## config.mk

```make
export PLATFORM = sky130hd
export DESIGN_NAME = fetch
export DESIGN_NICKNAME = d
export VERILOG_FILES = /design/src/rtl/fetch.sv
export SDC_FILE = /design/constraint.sdc
export NUM_CORES = 1
export LEC_CHECK = 0
export ABC_AREA = 1
export CORE_UTILIZATION = 60
export CTS_BUF_LIST = sky130_fd_sc_hd__clkbuf_16
export DETAILED_ROUTE_END_ITERATION = 10
export DONT_BUFFER_PORTS = 1
export GPL_TIMING_DRIVEN = 0
export PLACE_DENSITY = 0.8
export SYNTH_ARGS = -nofsm -noshare
export SYNTH_HDL_FRONTEND = slang
export SYNTH_SLANG_ARGS = --single-unit
```

## constraint.sdc

```tcl
create_clock -name clk_i -period 2.67 [get_ports clk_i]
set_input_delay 0.534 -clock clk_i [delete_from_list [all_inputs] [get_ports clk_i]]
set_output_delay 0.534 -clock clk_i [all_outputs]
set_load 0.02 [all_outputs]
```

## src/rtl/fetch.sv

```systemverilog
// Instruction fetch stage: fetches 32-bit instructions as two 16-bit pipelined
// Wishbone beats and presents them to decode; redirects drain in-flight beats.
module fetch #(
   parameter logic [63:0] RESET_PC = 64'h0
) (
   input  logic        clk_i,
   input  logic        reset_i,
   input  logic        redirect_i,
   input  logic [63:0] redirect_pc_i,
   input  logic        stall_i,
   output logic [31:0] inst_o,
   output logic        inst_en_o,
   output logic [63:0] pc_o,
   output logic [63:0] ibadr_o,
   output logic        ibcyc_o,
   output logic        ibstb_o,
   output logic [1:0]  ibsel_o,
   input  logic        ibstall_i,
   input  logic        iback_i,
   input  logic [15:0] ibdat_i
);

   typedef enum logic [2:0] {
      ISSUE_LO,
      ISSUE_HI,
      WAIT,
      PRESENT,
      DRAIN
   } state_e;

   state_e      state_q, state_d;
   logic [63:0] pc_q, pc_d;
   logic [63:0] pc_out_q, pc_out_d;
   logic [31:0] inst_q, inst_d;
   logic        inst_en_q, inst_en_d;
   logic [15:0] lo_q, lo_d;
   logic        lo_valid_q, lo_valid_d;
   logic [1:0]  out_q, out_d;
   logic [1:0]  discard_q, discard_d;
   logic        issuing, accept, ack_v;

   always_comb begin
      state_d    = state_q;
      pc_d       = pc_q;
      pc_out_d   = pc_out_q;
      inst_d     = inst_q;
      inst_en_d  = inst_en_q;
      lo_d       = lo_q;
      lo_valid_d = lo_valid_q;
      out_d      = out_q;
      discard_d  = discard_q;

      // Strobe is gated by reset so nothing is issued while reset is held.
      issuing = ((state_q == ISSUE_LO) || (state_q == ISSUE_HI)) && !reset_i;
      accept  = issuing && !ibstall_i;
      ack_v   = iback_i && (out_q != 2'd0);

      ibstb_o = issuing;
      ibsel_o = issuing ? 2'b11 : 2'b00;
      ibcyc_o = issuing || (out_q != 2'd0);
      if (!issuing)
         ibadr_o = '0;
      else if (state_q == ISSUE_HI)
         ibadr_o = pc_q + 64'd2;
      else
         ibadr_o = pc_q;

      case ({accept, ack_v})
         2'b10:   out_d = out_q + 2'd1;
         2'b01:   out_d = out_q - 2'd1;
         default: out_d = out_q;
      endcase

      case (state_q)
         ISSUE_LO: if (accept) state_d = ISSUE_HI;
         ISSUE_HI: if (accept) state_d = WAIT;
         PRESENT: begin
            if (!stall_i) begin
               inst_en_d = 1'b0;
               pc_d      = pc_q + 64'd4;
               state_d   = ISSUE_LO;
            end
         end
         DRAIN: begin
            if (discard_q == 2'd0) begin
               state_d = ISSUE_LO;
            end else if (ack_v) begin
               discard_d = discard_q - 2'd1;
               if (discard_q == 2'd1) state_d = ISSUE_LO;
            end
         end
         default: ;
      endcase

      // Acks outside DRAIN belong to the current fetch, in issue order.
      if (state_q != DRAIN && ack_v && !redirect_i) begin
         if (!lo_valid_q) begin
            lo_d       = ibdat_i;
            lo_valid_d = 1'b1;
         end else begin
            lo_valid_d = 1'b0;
            inst_d     = {ibdat_i, lo_q};
            pc_out_d   = pc_q;
            inst_en_d  = 1'b1;
            state_d    = PRESENT;
         end
      end

      if (redirect_i) begin
         pc_d       = {redirect_pc_i[63:2], 2'b00};
         inst_en_d  = 1'b0;
         lo_valid_d = 1'b0;
         if (state_q != DRAIN) begin
            discard_d = out_d;
            state_d   = (out_d == 2'd0) ? ISSUE_LO : DRAIN;
         end
      end
   end

   always_ff @(posedge clk_i) begin
      if (reset_i) begin
         state_q    <= ISSUE_LO;
         pc_q       <= {RESET_PC[63:2], 2'b00};
         pc_out_q   <= '0;
         inst_q     <= '0;
         inst_en_q  <= 1'b0;
         lo_q       <= '0;
         lo_valid_q <= 1'b0;
         out_q      <= '0;
         discard_q  <= '0;
      end else begin
         state_q    <= state_d;
         pc_q       <= pc_d;
         pc_out_q   <= pc_out_d;
         inst_q     <= inst_d;
         inst_en_q  <= inst_en_d;
         lo_q       <= lo_d;
         lo_valid_q <= lo_valid_d;
         out_q      <= out_d;
         discard_q  <= discard_d;
      end
   end

   assign inst_o    = inst_q;
   assign inst_en_o = inst_en_q;
   assign pc_o      = pc_out_q;

endmodule
```

# [Yosys cells after proc, flatten, opt, wreduce, memory -nomap -nowiden]
# Cells that the tools add are included.
[totals] reg_bits=185 inputBits=86
[classes] n_addsub=5 eq_ne=8 muxes=29 n_bitwise=2 n_reduce_logical=20
[op_table] op="64-bit 2-to-1 mux" n=5
[op_table] op="64-bit by 2-bit adder with 64-bit output (second input constant)" n=1
[op_table] op="64-bit by 3-bit adder with 64-bit output (second input constant)" n=1
[op_table] op="3-bit 2-to-1 mux" n=11
[op_table] op="2-bit 2-to-1 mux" n=6
[op_table] op="3-bit case mux with 4 select lines" n=1
[op_table] op="2-bit AND reduction" n=4
[op_table] op="1-bit logical AND" n=5
[op_table] op="1-bit 2-to-1 mux" n=5
[op_table] op="2-bit by 1-bit == test with 1-bit output (second input constant)" n=2
[op_table] op="2-bit logical NOT" n=2
[op_table] op="2-bit case mux with 2 select lines" n=1
[op_table] op="2-bit nonzero test" n=2
[op_table] op="2-bit by 1-bit subtractor with 2-bit output (second input constant)" n=2
[op_table] op="3-bit by 1-bit == test with 1-bit output (second input constant)" n=1
[op_table] op="3-bit by 2-bit == test with 1-bit output (second input constant)" n=1
[op_table] op="3-bit == test (second input constant)" n=1
[op_table] op="1-bit logical NOT" n=3
[op_table] op="3-bit logical NOT" n=1
[op_table] op="3-bit != test (second input constant)" n=1
[op_table] op="2-bit by 1-bit adder with 2-bit output (second input constant)" n=1
[op_table] op="2-bit == test (second input constant)" n=1
[op_table] op="1-bit logical OR" n=2
[op_table] op="2-bit != test (second input constant)" n=1
[op_table] op="2 further kinds" n=3

# [Depth between registers and ports, before layout]
# Gate-level depths: netlist of the first run.
[depth] ltp_word=10 ltp_mapped=13 mapped_depth_nobuf=12

# [Least setup slack after synthesis of the first run]
# No wires, ideal clock.
[synth_path] path_type="input -> output" start="input reset_i" end="output ibadr_o[54]" arrival_time_ps=2124 required_time_ps=2136 path_slack_ps=12 stages=6 path_cell_list="clkbuf_1 > nor3_1 > inv_1 > clkbuf_1 > clkbuf_1 > nor2_1"
[synth_between] elab_chain_len=3
[synth_rtl] element="start: declaration" line_no="7" rtl="input logic reset_i,"
[synth_rtl] element="1-bit logical NOT" line_no="54" rtl="issuing = ((state_q == ISSUE_LO) || (state_q == ISSUE_HI)) && !reset_i;"
[synth_rtl] element="1-bit logical AND" line_no="54"
[synth_rtl] element="via ibstb_o" line_no="16" rtl="output logic ibstb_o,"
[synth_rtl] element="64-bit 2-to-1 mux" line_no="61" rtl="if (!issuing)"
[synth_rtl] element="end: declaration" line_no="14" rtl="output logic [63:0] ibadr_o,"
# The timed path passes the listed nets, and every way through them passes these cells.

# [Final worst setup path of the first run]
[layout_path] start="register state_q[1]" end="output ibadr_o[54]"
[layout_between] elab_chain_len=4 elab_cells_between_ends=6 cone_classes="eq/ne (1); mux (2); reduce/logical (3)"
[layout_rtl] element="start: declaration" line_no="31" rtl="state_e state_q, state_d;"
[layout_rtl] element="start signal: assignment" line_no="132" rtl="state_q <= state_d;"
[layout_rtl] element="3-bit by 1-bit == test with 1-bit output or 3-bit logical NOT (tied branches)" line_no="54"
[layout_rtl] element="1-bit logical OR *" line_no="54"
[layout_rtl] element="1-bit logical AND *" line_no="54"
[layout_rtl] element="via ibstb_o" line_no="16"
[layout_rtl] element="64-bit 2-to-1 mux *" line_no="61"
# The timed path passes the listed nets; every way through them passes the cells marked *.

==> flow_summary.json, run 1 <==
{
  "relSlewSlack_pct": 37.7,
  "core_area_um2": 15200,
  "top_layer": "met4",
  "hold_violations": 0,
  "ys_ff_latch": 181,
  "final_area_um2": 10500,
  "yosysWarnings": 0,
  "antenna_found_initial": 0,
  "routed_wl_mm": 31.9,
  "arrival_ns": 2.11,
  "area_delta_synth_final_pct": 11.9,
  "post-route-min-period_ns": 2.65,
  "path_delay_family": "simple AND/OR/NAND/NOR gates",
  "placed_area_um2": 9590,
  "critPathBufInv": 3,
  "slowest_delay_ns": 0.38,
  "num_vias": 9791,
  "worst_clock_skew_ns": 0.0166,
  "drt-wirelength-per-cell_um": 19.3,
  "antennaDiodeCount": 0,
  "fin_crit_sh_pct": 99.1,
  "synth_edf_count": 0,
  "power.leakage_uw": 0.00409,
  "dr_wl_met2_mm": 14.3,
  "grt_pass1_vias": 9002,
  "dp_hpwl_mm": 23.6,
  "grt_remaining_overflow": 0,
  "cap_violations": 0,
  "syn_inst": 1429,
  "power.density_nw_per_um2": 630,
  "clock-sinks": 181,
  "worst_pin_slew_ns": 0.934,
  "fin_cells": 1651,
  "outcome": "complete, no violations",
  "cts_buffers": 17,
  "drv_slew": 0,
  "min_path_type": "in -> reg",
  "grt_max_degree": 22,
  "rsz0062_at_grt": "true",
  "synth_seq_area_share_pct": 38.8,
  "via_per_inst": 5.93,
  "synth_ff_type": "dfxtp_1",
  "crit_path_end_kind": "output port",
  "initial_core_util_pct": 61.5,
  "clk_latency_ns": 0.46,
  "die_w_um": 127,
  "ant_nets": 0,
  "clock.fmax_ghz": 0.378,
  "fin_setup_tns_ns": 0,
  "critPathMostFrequentCell": "clkbuf_4",
  "grt_pass1_wl_mm": 48.4,
  "synth_area_um2": 9350,
  "grt.total_usage_pct": 39.4,
  "wl_met1_mm": 12.9,
  "portBuffers": 0,
  "die_y_um": 127,
  "cts_max_level": 4,
  "setup_violations": 0,
  "dr_wl_met3_mm": 3.61,
  "pin_count": 251,
  "drt_iter0_markers": 1021,
  "yosys.cell_types.count": 40,
  "cpMaxStageDelayCell": "dfxtp_1",
  "fin_util_pct": 68.8,
  "cts_tree": "done",
  "final_common_cell": "nor2_1",
  "final_cell_mix": "nor2_1 (261), nand2_1 (259), dfxtp_1 (181), o21ai_0 (160), inv_1 (131)",
  "avgSynthCellArea_um2": 6.54,
  "layout-drive-gt1-share_pct": 12.2,
  "first_pass_iters": 5,
  "gp_congestion": 0.975,
  "final_nets": 1540,
  "worstPathMaxFanout": 10,
  "cts_root_buffer": "clkbuf_16",
  "clockBufferDepth": 2,
  "drc": 0,
  "worstSetupPathType": "reg -> out",
  "dpl.cell_count": 1619,
  "async_reset_ff_share_pct": 0,
  "crit_required_ns": 2.14,
  "die_area_um2": 16100,
  "worstPathCellList": "nor3_4 -> inv_1 -> clkbuf_4 -> clkbuf_4 -> nor2_2",
  "start_kind": "flop",
  "clk_pin_slew_ns": 0.08,
  "num_rows": 45,
  "irDropWorstVdd_uv": 464
}
[worst paths after layout]
kind                          from               endpoint  slack, ns  cells past startpoint
max          state_q[1]$_SDFF_PP0_            ibadr_o[54]       0.02                      5
min                     ibdat_i[1]   lo_q[1]$_SDFFE_PP0P_       0.22                      2
max reg2reg  state_q[1]$_SDFF_PP0_  state_q[2]$_SDFF_PP0_       0.44                     12
min reg2reg  pc_q[63]$_SDFFE_PP0P_  pc_q[63]$_SDFFE_PP0P_       0.49                      2
[worst register-to-register path, stage by stage, from the launching register on]
cell	delay [ns]
dfxtp_1	0.38
nor3_4	0.37
inv_1	0.10
nor2_1	0.15
inv_1	0.09
ha_1	0.30
a21oi_1	0.12
o21a_1	0.15
xor2_1	0.06
nand2_1	0.09
nand2_1	0.08
o21ai_0	0.17
inv_1	0.06
[power by group]
group | internal, uW | switching [uW] | leakage [uW]
Clock | 1290 | 1350 | 0.000297
Combinational | 265 | 722 | 0.00232
Sequential | 2830 | 140 | 0.00147
[Yosys cell counts (2+ instances only)]
master | count | share of area, %
nor2_1 | 320 | 13
nand2_1 | 259 | 10
dfxtp_1 | 181 | 39
o21ai_0 | 160 | 8.6
inv_1 | 131 | 5.3
a21oi_1 | 116 | 6.2
nand3_1 | 57 | 3.1
clkbuf_1 | 38 | 1.5
xor2_1 | 24 | 2.2
buf_2 | 19 | 1.0
a31oi_1 | 16 | 1.1
nand4_1 | 14 | 0.94
buf_4 | 10 | 0.80
nand2_2 | 9 | 0.60
nor2_4 | 9 | 1.1
nor2_2 | 8 | 0.54
inv_2 | 7 | 0.28
nor3_1 | 7 | 0.37
o211ai_1 | 5 | 0.40
buf_1 | 4 | 0.16
ha_1 | 4 | 0.54
o21ai_1 | 4 | 0.21
a21oi_2 | 3 | 0.28
buf_6 | 3 | 0.36
nand2_4 | 3 | 0.36
nor2_8 | 3 | 0.64
nand3_2 | 2 | 0.21
[registers in the layout (all words and copies together), names as in the netlist]
signal,flops
state_q,3
lo_valid_q,1
pc_o,62
out_q,2
pc_q,62
inst_en_o,1
discard_q,2
lo_q,16
inst_o,32
[layer usage]
| layer | up-vias | GRT usage, % |
|---|---|---|
| met2 | 578 | 62.9 |
| met1 | 4508 | 51.2 |
| met4 | 0 | 16.5 |
| met3 | 85 | 8.94 |
| li1 | 4620 | - |
| met5 | - | 0 |
[metrics by stage]
stage	setup slack, ns	total power (uW)	hold WS [ns]
floorplan	0.0119	3660	0.455
global placement	-0.611	3860	0.471
detailed placement	-0.648	3880	0.482
CTS	0.0460	6530	0.217
global route	-0.0452	6790	0.226
finish	0.0241	6590	0.216
[what timing repair did]
action | CTS | global route
buffers inserted | 0 | 0
pin swaps | 1 | 1
setup endpoints to repair | 64 | 46
gates resized for setup | 73 | 13
hold buffers | 0 | 0
[layout make-up]
type                       count  area (um2)
clock buffer                  17         425
multi-input combinational   1038        5080
buffer                        74         380
tap                          188         235
clock inverter                15         198
fill                        1373        4740
sequential                   181        3620
inverter                     138         518
[logic make-up (layout without fill, tap and decap cells)]
kind of cell / after synthesis / in the layout / share of synthesized area (%)
AOI/OAI and AO/OA: 309 / 309 / 17.2
xor gates and xnor gates: 26 / 26 / 2.52
adders and majority gates: 4 / 4 / 0.535
buffers and inverters: 212 / 244 / 9.41
DFF: 181 / 181 / 38.8
other: 1 / 3 / 0.0401
and+or+nand+nor: 696 / 696 / 31.6
No activity file was read; power rests on OpenSTA's default activity.
==> run 2, diff against run 1 <==
==> constraint.sdc (replaced) <==
create_clock -name clk_i -period 2.6 [get_ports clk_i]
set_input_delay 0.52 -clock clk_i [delete_from_list [all_inputs] [get_ports clk_i]]
set_output_delay 0.52 -clock clk_i [all_outputs]
set_load 0.02 [all_outputs]
==> flow_summary.json, run 2 (same netlist as run 1, synthesis figures left out) <==
{
  "outcome": "finished, violations left",
  "violations": "negative setup slack",
  "die_w_um": 127,
  "pin_count": 251,
  "clock.fmax_ghz": 0.384,
  "cap_violations": 0,
  "gp_congestion": 0.984,
  "antennaDiodeCount": 0,
  "drc": 0,
  "dpl.cell_count": 1619,
  "ctsHoldBuffers": 0,
  "die_y_um": 127,
  "clock-sinks": 181,
  "relSlewSlack_pct": 35.7,
  "area_delta_synth_final_pct": 12.5,
  "cts_buffers": 17,
  "dp_hpwl_mm": 23.6,
  "cts_root_buffer": "clkbuf_16",
  "portBuffers": 0,
  "worstSetupPathType": "reg -> out",
  "via_per_inst": 5.94,
  "setup_violations": 6,
  "drt_iter0_markers": 1074,
  "critPathLaunch": "state_q[2]$_SDFF_PP0_",
  "min_from": "ibdat_i[6]",
  "die_area_um2": 16100,
  "min_path_type": "in -> reg",
  "core_area_um2": 15200,
  "rsz0062_at_grt": "true",
  "post_cts_buffers": 0,
  "layout-drive-gt1-share_pct": 12.2,
  "total_power_uw": 6790,
  "clk_latency_ns": 0.45,
  "drv_slew": 0,
  "worst_clock_skew_ns": 0.0112,
  "grt_pass1_vias": 9123,
  "drt-wirelength-per-cell_um": 19.3,
  "num_vias": 9806,
  "grt_max_degree": 22,
  "ant_nets": 0,
  "rr_startpoint": "state_q[2]$_SDFF_PP0_",
  "post-route-min-period_ns": 2.60,
  "num_rows": 45,
  "worstPathMaxFanout": 10,
  "hold_violations": 0,
  "initial_core_util_pct": 61.5,
  "crit_path_end_kind": "output port",
  "fin_cells": 1651,
  "routed_wl_mm": 31.9,
  "first_pass_iters": 7,
  "clk_pin_slew_ns": 0.08,
  "power.density_nw_per_um2": 645,
  "final_common_cell": "nor2_1",
  "final_cell_mix": "nor2_1 (261), nand2_1 (258), dfxtp_1 (181), o21ai_0 (160), inv_1 (131)",
  "arrival_ns": 2.08,
  "grt_pass1_wl_mm": 48.4,
  "irDropWorstVdd_uv": 478,
  "dr_wl_met2_mm": 13.9,
  "fin_ws_ns": -0.00426,
  "grt.total_usage_pct": 39.3,
  "clockBufferDepth": 2,
  "wl_met1_mm": 12.8,
  "crit_required_ns": 2.08,
  "start_kind": "flop",
  "power.leakage_uw": 0.00409,
  "top_layer": "met4",
  "antenna_found_initial": 0,
  "fin_crit_sh_pct": 100,
  "grt_remaining_overflow": 0,
  "cts_max_level": 4,
  "final_nets": 1540,
  "cts_tree": "done",
  "dr_wl_met3_mm": 3.81,
  "worst_pin_slew_ns": 0.965
}
-- run 2: changes by cell type in the layout (fill, tap and decap cells not counted) --
cell,before,now
nand2_2,9,10
clkbuf_2,1,0
clkinv_4,1,2
buf_4,10,11
nor2_4,23,33
inv_6,2,1
nor2_2,53,43
nand2_1,259,258
-- run 2: critical path: stages, from the launching register on --
cell	delay, ns
dfxtp_1	0.40
nor3_4	0.36
inv_1	0.10
clkbuf_4	0.25
clkbuf_4	0.28
nor2_2	0.24
-- run 2: per-stage QoR --
stage,hold WS (ns),util (%),setup WS (ns),area (um2),setup TNS [ns]
floorplan,0.455,-,0.234,9360,0
global placement,0.469,63.1,-0.384,9590,-14.89
detailed placement,0.485,63.1,-0.394,9590,-16.59
CTS,0.204,68.4,-0.000423,10400,-0.000423
global route,0.203,69.2,-0.0659,10500,-1.91
finish,0.200,69.2,-0.00426,10500,-0.0169
-- run 2: what timing repair did --
item                                    CTS  global route
endpoints found under the setup margin   64            59
hold endpoints to repair                  0             0
pin swaps                                 1             1
gates resized for setup                  73            25
-- run 2: area by class of cell --
type	instances	area (um2)
buffer	74	383
tap	188	235
inverter	138	518
sequential	181	3620
multi-input combinational	1038	5130
clock buffer	17	425
fill	1359	4690
clock inverter	15	198
-- run 2: report_power, final --
group | switching, uW | total [uW] | internal, uW | leakage, uW
combinational | 754 | 1030 | 280 | 0.00232
sequential | 143 | 3050 | 2910 | 0.00147
clock | 1380 | 2700 | 1320 | 0.000297
-- run 2: metal layers --
layer,global-route usage (%),up-vias
li1,-,4612
met1,51.5,4515
met2,60.1,580
met3,10.1,99
met4,19.9,0
met5,0,-
-- run 2: worst paths after layout --
path                            slack, ns               endpoint  cells after the start
worst max-delay path               -0.004             ibadr_o[6]                      5
worst min-delay path                 0.20   lo_q[6]$_SDFFE_PP0P_                      2
worst max register to register       0.39  state_q[2]$_SDFF_PP0_                     12
worst min register to register       0.50  pc_q[63]$_SDFFE_PP0P_                      2
==> run 3, diff against run 2 <==
--- a/config.mk
+++ b/config.mk
@@ -6,6 +6,7 @@
 export NUM_CORES = 1
 export LEC_CHECK = 0
 export ABC_AREA = 1
+export CORE_MARGIN = 5
 export CORE_UTILIZATION = 60
 export CTS_BUF_LIST = sky130_fd_sc_hd__clkbuf_16
 export DETAILED_ROUTE_END_ITERATION = 10
==> constraint.sdc (replaced) <==
create_clock -name clk_i -period 3.2 [get_ports clk_i]
set_input_delay 0.64 -clock clk_i [delete_from_list [all_inputs] [get_ports clk_i]]
set_output_delay 0.64 -clock clk_i [all_outputs]
set_load 0.02 [all_outputs]
==> flow_summary.json, run 3 (same netlist as run 1, synthesis figures left out) <==
{
  "outcome": "complete, no violations",
  "pre_cts_ws_ns": -0.366,
  "arrival_ns": 2.41,
  "final_common_cell": "nor2_1",
  "layout-drive-gt1-share_pct": 8.19,
  "worst_pin_slew_ns": 0.960,
  "fin_ws_ns": 0.150,
  "clk_pin_slew_ns": 0.08,
  "drv_slew": 0,
  "crit_path_end_kind": "output port",
  "via_per_inst": 5.83,
  "worstPathMaxFanout": 10,
  "antennaDiodeCount": 0,
  "min_path_type": "in -> reg",
  "critPathLaunch": "state_q[2]$_SDFF_PP0_",
  "combPwrFrac_pct": 14.3,
  "die_area_um2": 18200,
  "rsz0062_at_grt": "false",
  "antenna_found_initial": 0,
  "clockBufferDepth": 2,
  "grt_pass1_wl_mm": 49.1,
  "total_power_uw": 5440,
  "fin_util_pct": 67.5,
  "initial_core_util_pct": 61.3,
  "num_rows": 45,
  "reg2reg_to": "state_q[2]$_SDFF_PP0_",
  "critPathCapture": "ibadr_o[60]",
  "first_pass_iters": 6,
  "drc": 0,
  "clock-sinks": 181,
  "gp_congestion": 0.988,
  "worst_clock_skew_ns": 0.0148,
  "area_delta_synth_final_pct": 10.2,
  "setup_violations": 0,
  "irDropWorstVdd_uv": 399,
  "p_int_uw": 3670,
  "fin_crit_sh_pct": 95.3,
  "routed_wl_mm": 32.1,
  "ant_nets": 0,
  "n_fill_cell": 1388,
  "drt-wirelength-per-cell_um": 19.1,
  "num_vias": 9764,
  "die_w_um": 135,
  "power.density_nw_per_um2": 528,
  "die_y_um": 135,
  "start_kind": "flop",
  "ctsHoldBuffers": 0,
  "clk_latency_ns": 0.44,
  "hold_violations": 0,
  "clock.fmax_ghz": 0.328,
  "cts_max_level": 4,
  "multiInputGateArea_um2": 4870,
  "final_cell_mix": "nor2_1 (316), nand2_1 (259), dfxtp_1 (181), o21ai_0 (160), inv_1 (130)",
  "final_nets": 1542,
  "cts_root_buffer": "clkbuf_16",
  "pin_count": 251,
  "r2r_cells": 14,
  "cts_tree": "done",
  "reg2reg_slack_ns": 0.50,
  "fin_setup_tns_ns": 0,
  "pwr-share-seq_pct": 45.5,
  "power.leakage_uw": 0.00409,
  "crit_required_ns": 2.56,
  "switching_share_pct": 32.6,
  "p_clk_share_pct": 40.2,
  "drt_iter0_markers": 971,
  "dp_hpwl_mm": 24.2,
  "final_area_um2": 10300,
  "regArea_um2": 3620,
  "power.switching_uw": 1780,
  "rr_startpoint": "state_q[2]$_SDFF_PP0_",
  "cap_violations": 0,
  "grt_pass1_vias": 9121,
  "grt_remaining_overflow": 0,
  "grt.total_usage_pct": 34.4,
  "placed_area_um2": 9620,
  "post-route-min-period_ns": 3.05,
  "relSlewSlack_pct": 36.0,
  "grt_max_degree": 22,
  "portBuffers": 0,
  "cts_buffers": 17,
  "worstSetupPathType": "reg -> out",
  "core_area_um2": 15300
}
-- run 3: critical path: stages (launching register included) --
cell and delay (ns):
dfxtp_1 0.39, nor3_4 0.45, clkinvlp_4 0.17, buf_4 0.20, clkbuf_1 0.32, nor2_1 0.43
-- run 3: worst min-delay path by stage --
stage / end / depth (start not counted) / startpoint
floorplan: pc_q[63]$_SDFFE_PP0P_ / 2 / pc_q[63]$_SDFFE_PP0P_
global placement: pc_q[63]$_SDFFE_PP0P_ / 2 / pc_q[63]$_SDFFE_PP0P_
detailed placement: pc_q[63]$_SDFFE_PP0P_ / 2 / pc_q[63]$_SDFFE_PP0P_
CTS: lo_q[6]$_SDFFE_PP0P_ / 2 / ibdat_i[6]
global route: lo_q[3]$_SDFFE_PP0P_ / 2 / ibdat_i[3]
finish: lo_q[3]$_SDFFE_PP0P_ / 2 / ibdat_i[3]
-- run 3: final cells by class --
cell class | instances | share of cell area, %
Multi-Input combinational cell | 1038 | 47.3
Sequential cell | 181 | 35.2
Inverter | 138 | 5.06
Clock buffer | 17 | 4.13
Buffer | 73 | 3.47
Tap cell | 211 | 2.56
Clock inverter | 15 | 1.83
Timing Repair Buffer | 3 | 0.462
-- run 3: per-stage QoR --
stage	hold slack [ns]	instances
2_1_floorplan	0.455	1431
3_3_place_gp	0.466	1642
3_5_place_dp	0.478	1642
4_1_cts	0.328	1676
5_1_grt	0.328	1676
6_report	0.333	1676
-- run 3: repair_timing --
item,4_1_cts,5_1_grt
buffers inserted,3,0
resized for setup,6,1
endpoints found under the setup margin,64,61
-- run 3: routing by layer --
metal  up-vias  share of wire (%)  GRT usage (%)
met5         -                  0              0
met2       528                 44           53.0
met4         0                3.8           14.1
li1       4615                  -              -
met1      4534                 40           44.8
met3        87                 12           10.7
-- run 3: power by group through the flow --
stage / clock [uW] / sequential [uW] / combinational, uW
final: 2190 / 2480 / 778
after CTS: 2180 / 2470 / 763
after global placement: 0 / 2520 / 704
after detailed placement: 0 / 2520 / 721
after global routing: 2280 / 2490 / 862
after floorplan: 0 / 2490 / 560
==> patch 1 (settings of run 2) <==
Make the reset (`reset_i`) asynchronous in one clocked block.
--- a/src/rtl/fetch.sv
+++ b/src/rtl/fetch.sv
@@ -117,7 +117,7 @@
       end
    end
 
-   always_ff @(posedge clk_i) begin
+   always_ff @(posedge clk_i or posedge reset_i) begin
       if (reset_i) begin
          state_q    <= ISSUE_LO;
          pc_q       <= {RESET_PC[63:2], 2'b00};
Behaviour: differs if reset_i is asserted again (counterexample within 4 cycles, from zero or initial values and one cycle with reset_i high); with reset_i held inactive, the same outputs for 4 cycles.
==> patch 1 against run 2 <==
  * Sequential cell count did not move
  * Synthesized area rose by 2.8%
  * Design area rose by 1.5%
  * Setup slack improved by 140 ps
  * Wire length rose by 1.7%
  * Via count fell by 5.9%
  * Critical path type is now reg -> reg
  * Die area rose by 2.7%
Power is not compared: it rests on default switching activity, and its combinational part moved more than twofold at a synthesized area within 25%.
==> patch 1: results <==
{
  "outcome": "complete, no violations",
  "synthFlopType": "dfrtp_1",
  "async_flop_share_pct": 100.0,
  "rr_startpoint": "pc_q[2]$_DFFE_PP0P_",
  "reg2reg_depth": 10,
  "worst_ep_arrival_time_ps": 2780,
  "place_congestion": 0.9969,
  "crit_family": "simple AND/OR/NAND/NOR gates",
  "n_fill_cell": 1365,
  "drt_pass1_iterations": 5,
  "finalWirelength_um": 32490,
  "ys_types": 31,
  "synth_area_leaders": "dfrtp_1 (47%), nand2_1 (17%), nor2_1 (8.2%), inv_1 (4.8%), o21ai_0 (4.4%)",
  "cp_slowest_stage_delay_ps": 540,
  "final_nets": 1454,
  "post_drt_via_cell_ratio": 5.809,
  "critPathMaxFanout": 7,
  "synth_seq_area_share_pct": 47.15,
  "min_path_type": "in -> async",
  "yosys-top-cells-count": "nand2_1 (444), nor2_1 (210), dfrtp_1 (181), inv_1 (122), o21ai_0 (85)",
  "whs_ps": 36.22,
  "grt_pass1_wl_um": 48390,
  "dp_hpwl_um": 25160,
  "drt_iter0_markers": 794,
  "grt_max_degree": 44,
  "cp_slowest_cell": "dfrtp_1",
  "cts_buffers": 17,
  "clock_skew_ps": 16.49,
  "crit_path_end": "pc_q[40]$_DFFE_PP0P_",
  "setup_slack_ps": 134.8,
  "r2r_end": "pc_q[40]$_DFFE_PP0P_",
  "clock_latency_ps": 440,
  "drive_above_1_share_pct": 9.005,
  "worstSetupPathType": "reg -> reg",
  "grt_pass1_vias": 8577,
  "grt_use_total_pct": 40.09,
  "slew_headroom_pct": 33.65,
  "dpl_worst_slack_ps": -3.061,
  "cts.path.max_buffers": 2
}
[patch 1: cell types whose count changed after synthesis, sizes merged, moves of 11 or more]
cell    delta
o21ai     -25
clkbuf    -17
nand2    +180
dfxtp    -181
nand3     +11
a31oi     -13
inv       -11
nor2     -115
dfrtp    +181
a21oi    -108
[patch 1: repair_timing]
item                                    CTS  global route
endpoints found under the setup margin    6             0
hold buffers                              1             0
gates resized for setup                   0             0
hold endpoints to repair                 12             0
[patch 1: report_power, final]
part | total (mW) | internal, mW | switching, mW
Clock | 2.58 | 1.29 | 1.29
Sequential | 5.11 | 3.66 | 1.44
Combinational | 2.35 | 0.748 | 1.60
Total | 10.0 | 5.70 | 4.33
[patch 1: kinds of logic after synthesis]
logic type | share of synthesized area [%]
other cells | 0.03904
compound gates | 10.32
buf+inv | 7.659
simple gates | 31.94
flops | 47.15
fa+ha+maj | 0.5211
xor+xnor | 2.371
[patch 1: metrics by stage]
stage	cells	power (mW)	area, µm²	setup TNS [ps]
finish	1589	10.03	10680	0
global route	1588	10.51	10680	0
CTS	1588	9.993	10680	0
detailed placement	1554	7.439	10080	-6.753
global placement	1550	7.296	9996	-434710
floorplan	1339	6.721	9732	-178680
[patch 1: layer usage]
metal	vias to the layer above	GRT usage, %	routed length (µm)
li1	4261	-	-
met1	4406	52.19	13170
met2	492	63.34	14800
met3	72	11.27	3507
met4	0	16.33	1014
met5	-	0	0
[patch 1: area by class of cell]
cell class,instances,share of cell area [%]
sequential,181,42.42
multi-input combinational,977,41.19
inverter,127,4.570
clock buffer,17,3.984
buffer,54,2.965
tap,211,2.472
clock inverter,15,1.488
timing repair buffer,5,0.8437
timing repair inverter,1,0.04687
antenna,1,0.02344
==> patch 2 (flow settings as in run 2) <==
Without the edit above. Re-encode `state_e` (5 states) as one-hot, 5 bits wide.
--- a/src/rtl/fetch.sv
+++ b/src/rtl/fetch.sv
@@ -20,12 +20,12 @@
    input  logic [15:0] ibdat_i
 );
 
-   typedef enum logic [2:0] {
-      ISSUE_LO,
-      ISSUE_HI,
-      WAIT,
-      PRESENT,
-      DRAIN
+   typedef enum logic [4:0] {
+      ISSUE_LO = 5'b00001,
+      ISSUE_HI = 5'b00010,
+      WAIT     = 5'b00100,
+      PRESENT  = 5'b01000,
+      DRAIN    = 5'b10000
    } state_e;
 
    state_e      state_q, state_d;
Check against the original RTL: no difference found for any inputs over 4 cycles, from zero or initial values and one cycle with reset_i high; so few cycles prove little.
==> patch 2 against run 2 <==
  * Setup slack improved by 45 ps
  * Final cell count rose by 7.6%
  * Sequential cell count rose by 2
  * Design area rose by 4.4%
  * Synthesized area rose by 2.9%
  * Count of clock-buffer cells in the layout did not move
  * Synthesized cell count rose by 7.2%
  * Wire length rose by 14%
  * Sequential power barely moved
  * Total power rose by 7.0%
  * Critical path type unchanged
  * Critical endpoint is now ibadr_o[62]
  * Highest routed layer unchanged
==> patch 2: results <==
{
  "crit_path_end": "ibadr_o[62]",
  "hp-start": "ibdat_i[2]",
  "yosys-top-cells-count": "nand2_1 (379), nor2_1 (270), dfxtp_1 (183), a21oi_1 (169), inv_1 (142)",
  "outcome": "complete, no violations",
  "placed_area_mm2": 0.009889,
  "cp_slowest_stage_delay_ps": 340,
  "reg2reg_slack_ps": 110,
  "ir_drop_v": 0.0004392,
  "clock_skew_ps": 7.745,
  "dp_hpwl_um": 27370,
  "synth.avg_cell_area_um2": 6.278,
  "whs_ps": 214.7,
  "place_inst": 1745,
  "hold_end": "inst_o[18]$_SDFFE_PP0P_",
  "layout_min_cycle_time_ps": 2559,
  "grt_pass1_vias": 9864,
  "ys_types": 39,
  "r2r_end": "pc_q[12]$_SDFFE_PP0P_",
  "slew_headroom_pct": 40.30,
  "grt_pass1_wl_um": 54180,
  "synth_seq_area_share_pct": 38.09,
  "drt_pass1_iterations": 6,
  "worst_ep_arrival_time_ps": 2040,
  "drt-wirelength-per-cell_um": 20.46,
  "vias": 10950,
  "final_nets": 1643,
  "dpl_worst_slack_ps": -487.8,
  "die_x_um": 128.6,
  "grt_use_total_pct": 43.62
}
patch 2: timing repair:
item                                    CTS  global route
setup buffers                             0             0
endpoints found under the setup margin   66            67
resized for setup                       100            30
pin swaps                                 0             1
patch 2: worst max-delay path, delay by kind of cell (launching register included):
kind / cells / cell delay (ps)
buf+inv: 2 / 420
flops: 1 / 340
simple gates: 5 / 830
patch 2: cell type report:
class	instances	area, µm²
well taps	211	264.0
multi-input cells	1124	5419
fillers	1390	4454
clock buffers	17	425.4
plain buffers	81	420.4
flip-flops and latches	183	3664
inverters	146	550.5
clock inverters	15	230.2
patch 2: per-layer routing:
layer / share of wire, % / global-route usage [%]
met5: 0 / 0
met4: 5.6 / 23.81
met3: 12 / 10.40
met2: 43 / 66.96
met1: 39 / 56.64
patch 2: cells by family (layout without fill, tap and decap cells):
| logic type | Yosys count | after routing | share of synthesized area [%] |
|---|---|---|---|
| adder cells (fa/ha/maj) | 4 | 4 | 0.5204 |
| multiplexers | 1 | 1 | 0.1041 |
| XOR/XNOR | 12 | 12 | 1.093 |
| AND/OR/NAND/NOR | 800 | 800 | 33.86 |
| flip-flops | 183 | 183 | 38.09 |
| AO/OA/AOI/OAI | 304 | 304 | 16.61 |
| buffers and inverters | 227 | 259 | 9.679 |
| other | 1 | 3 | 0.03899 |
patch 2: power breakdown:
| part | switching [mW] | internal (mW) |
|---|---|---|
| clock | 1.31 | 1.58 |
| sequential | 0.128 | 2.92 |
| combinational | 0.977 | 0.351 |
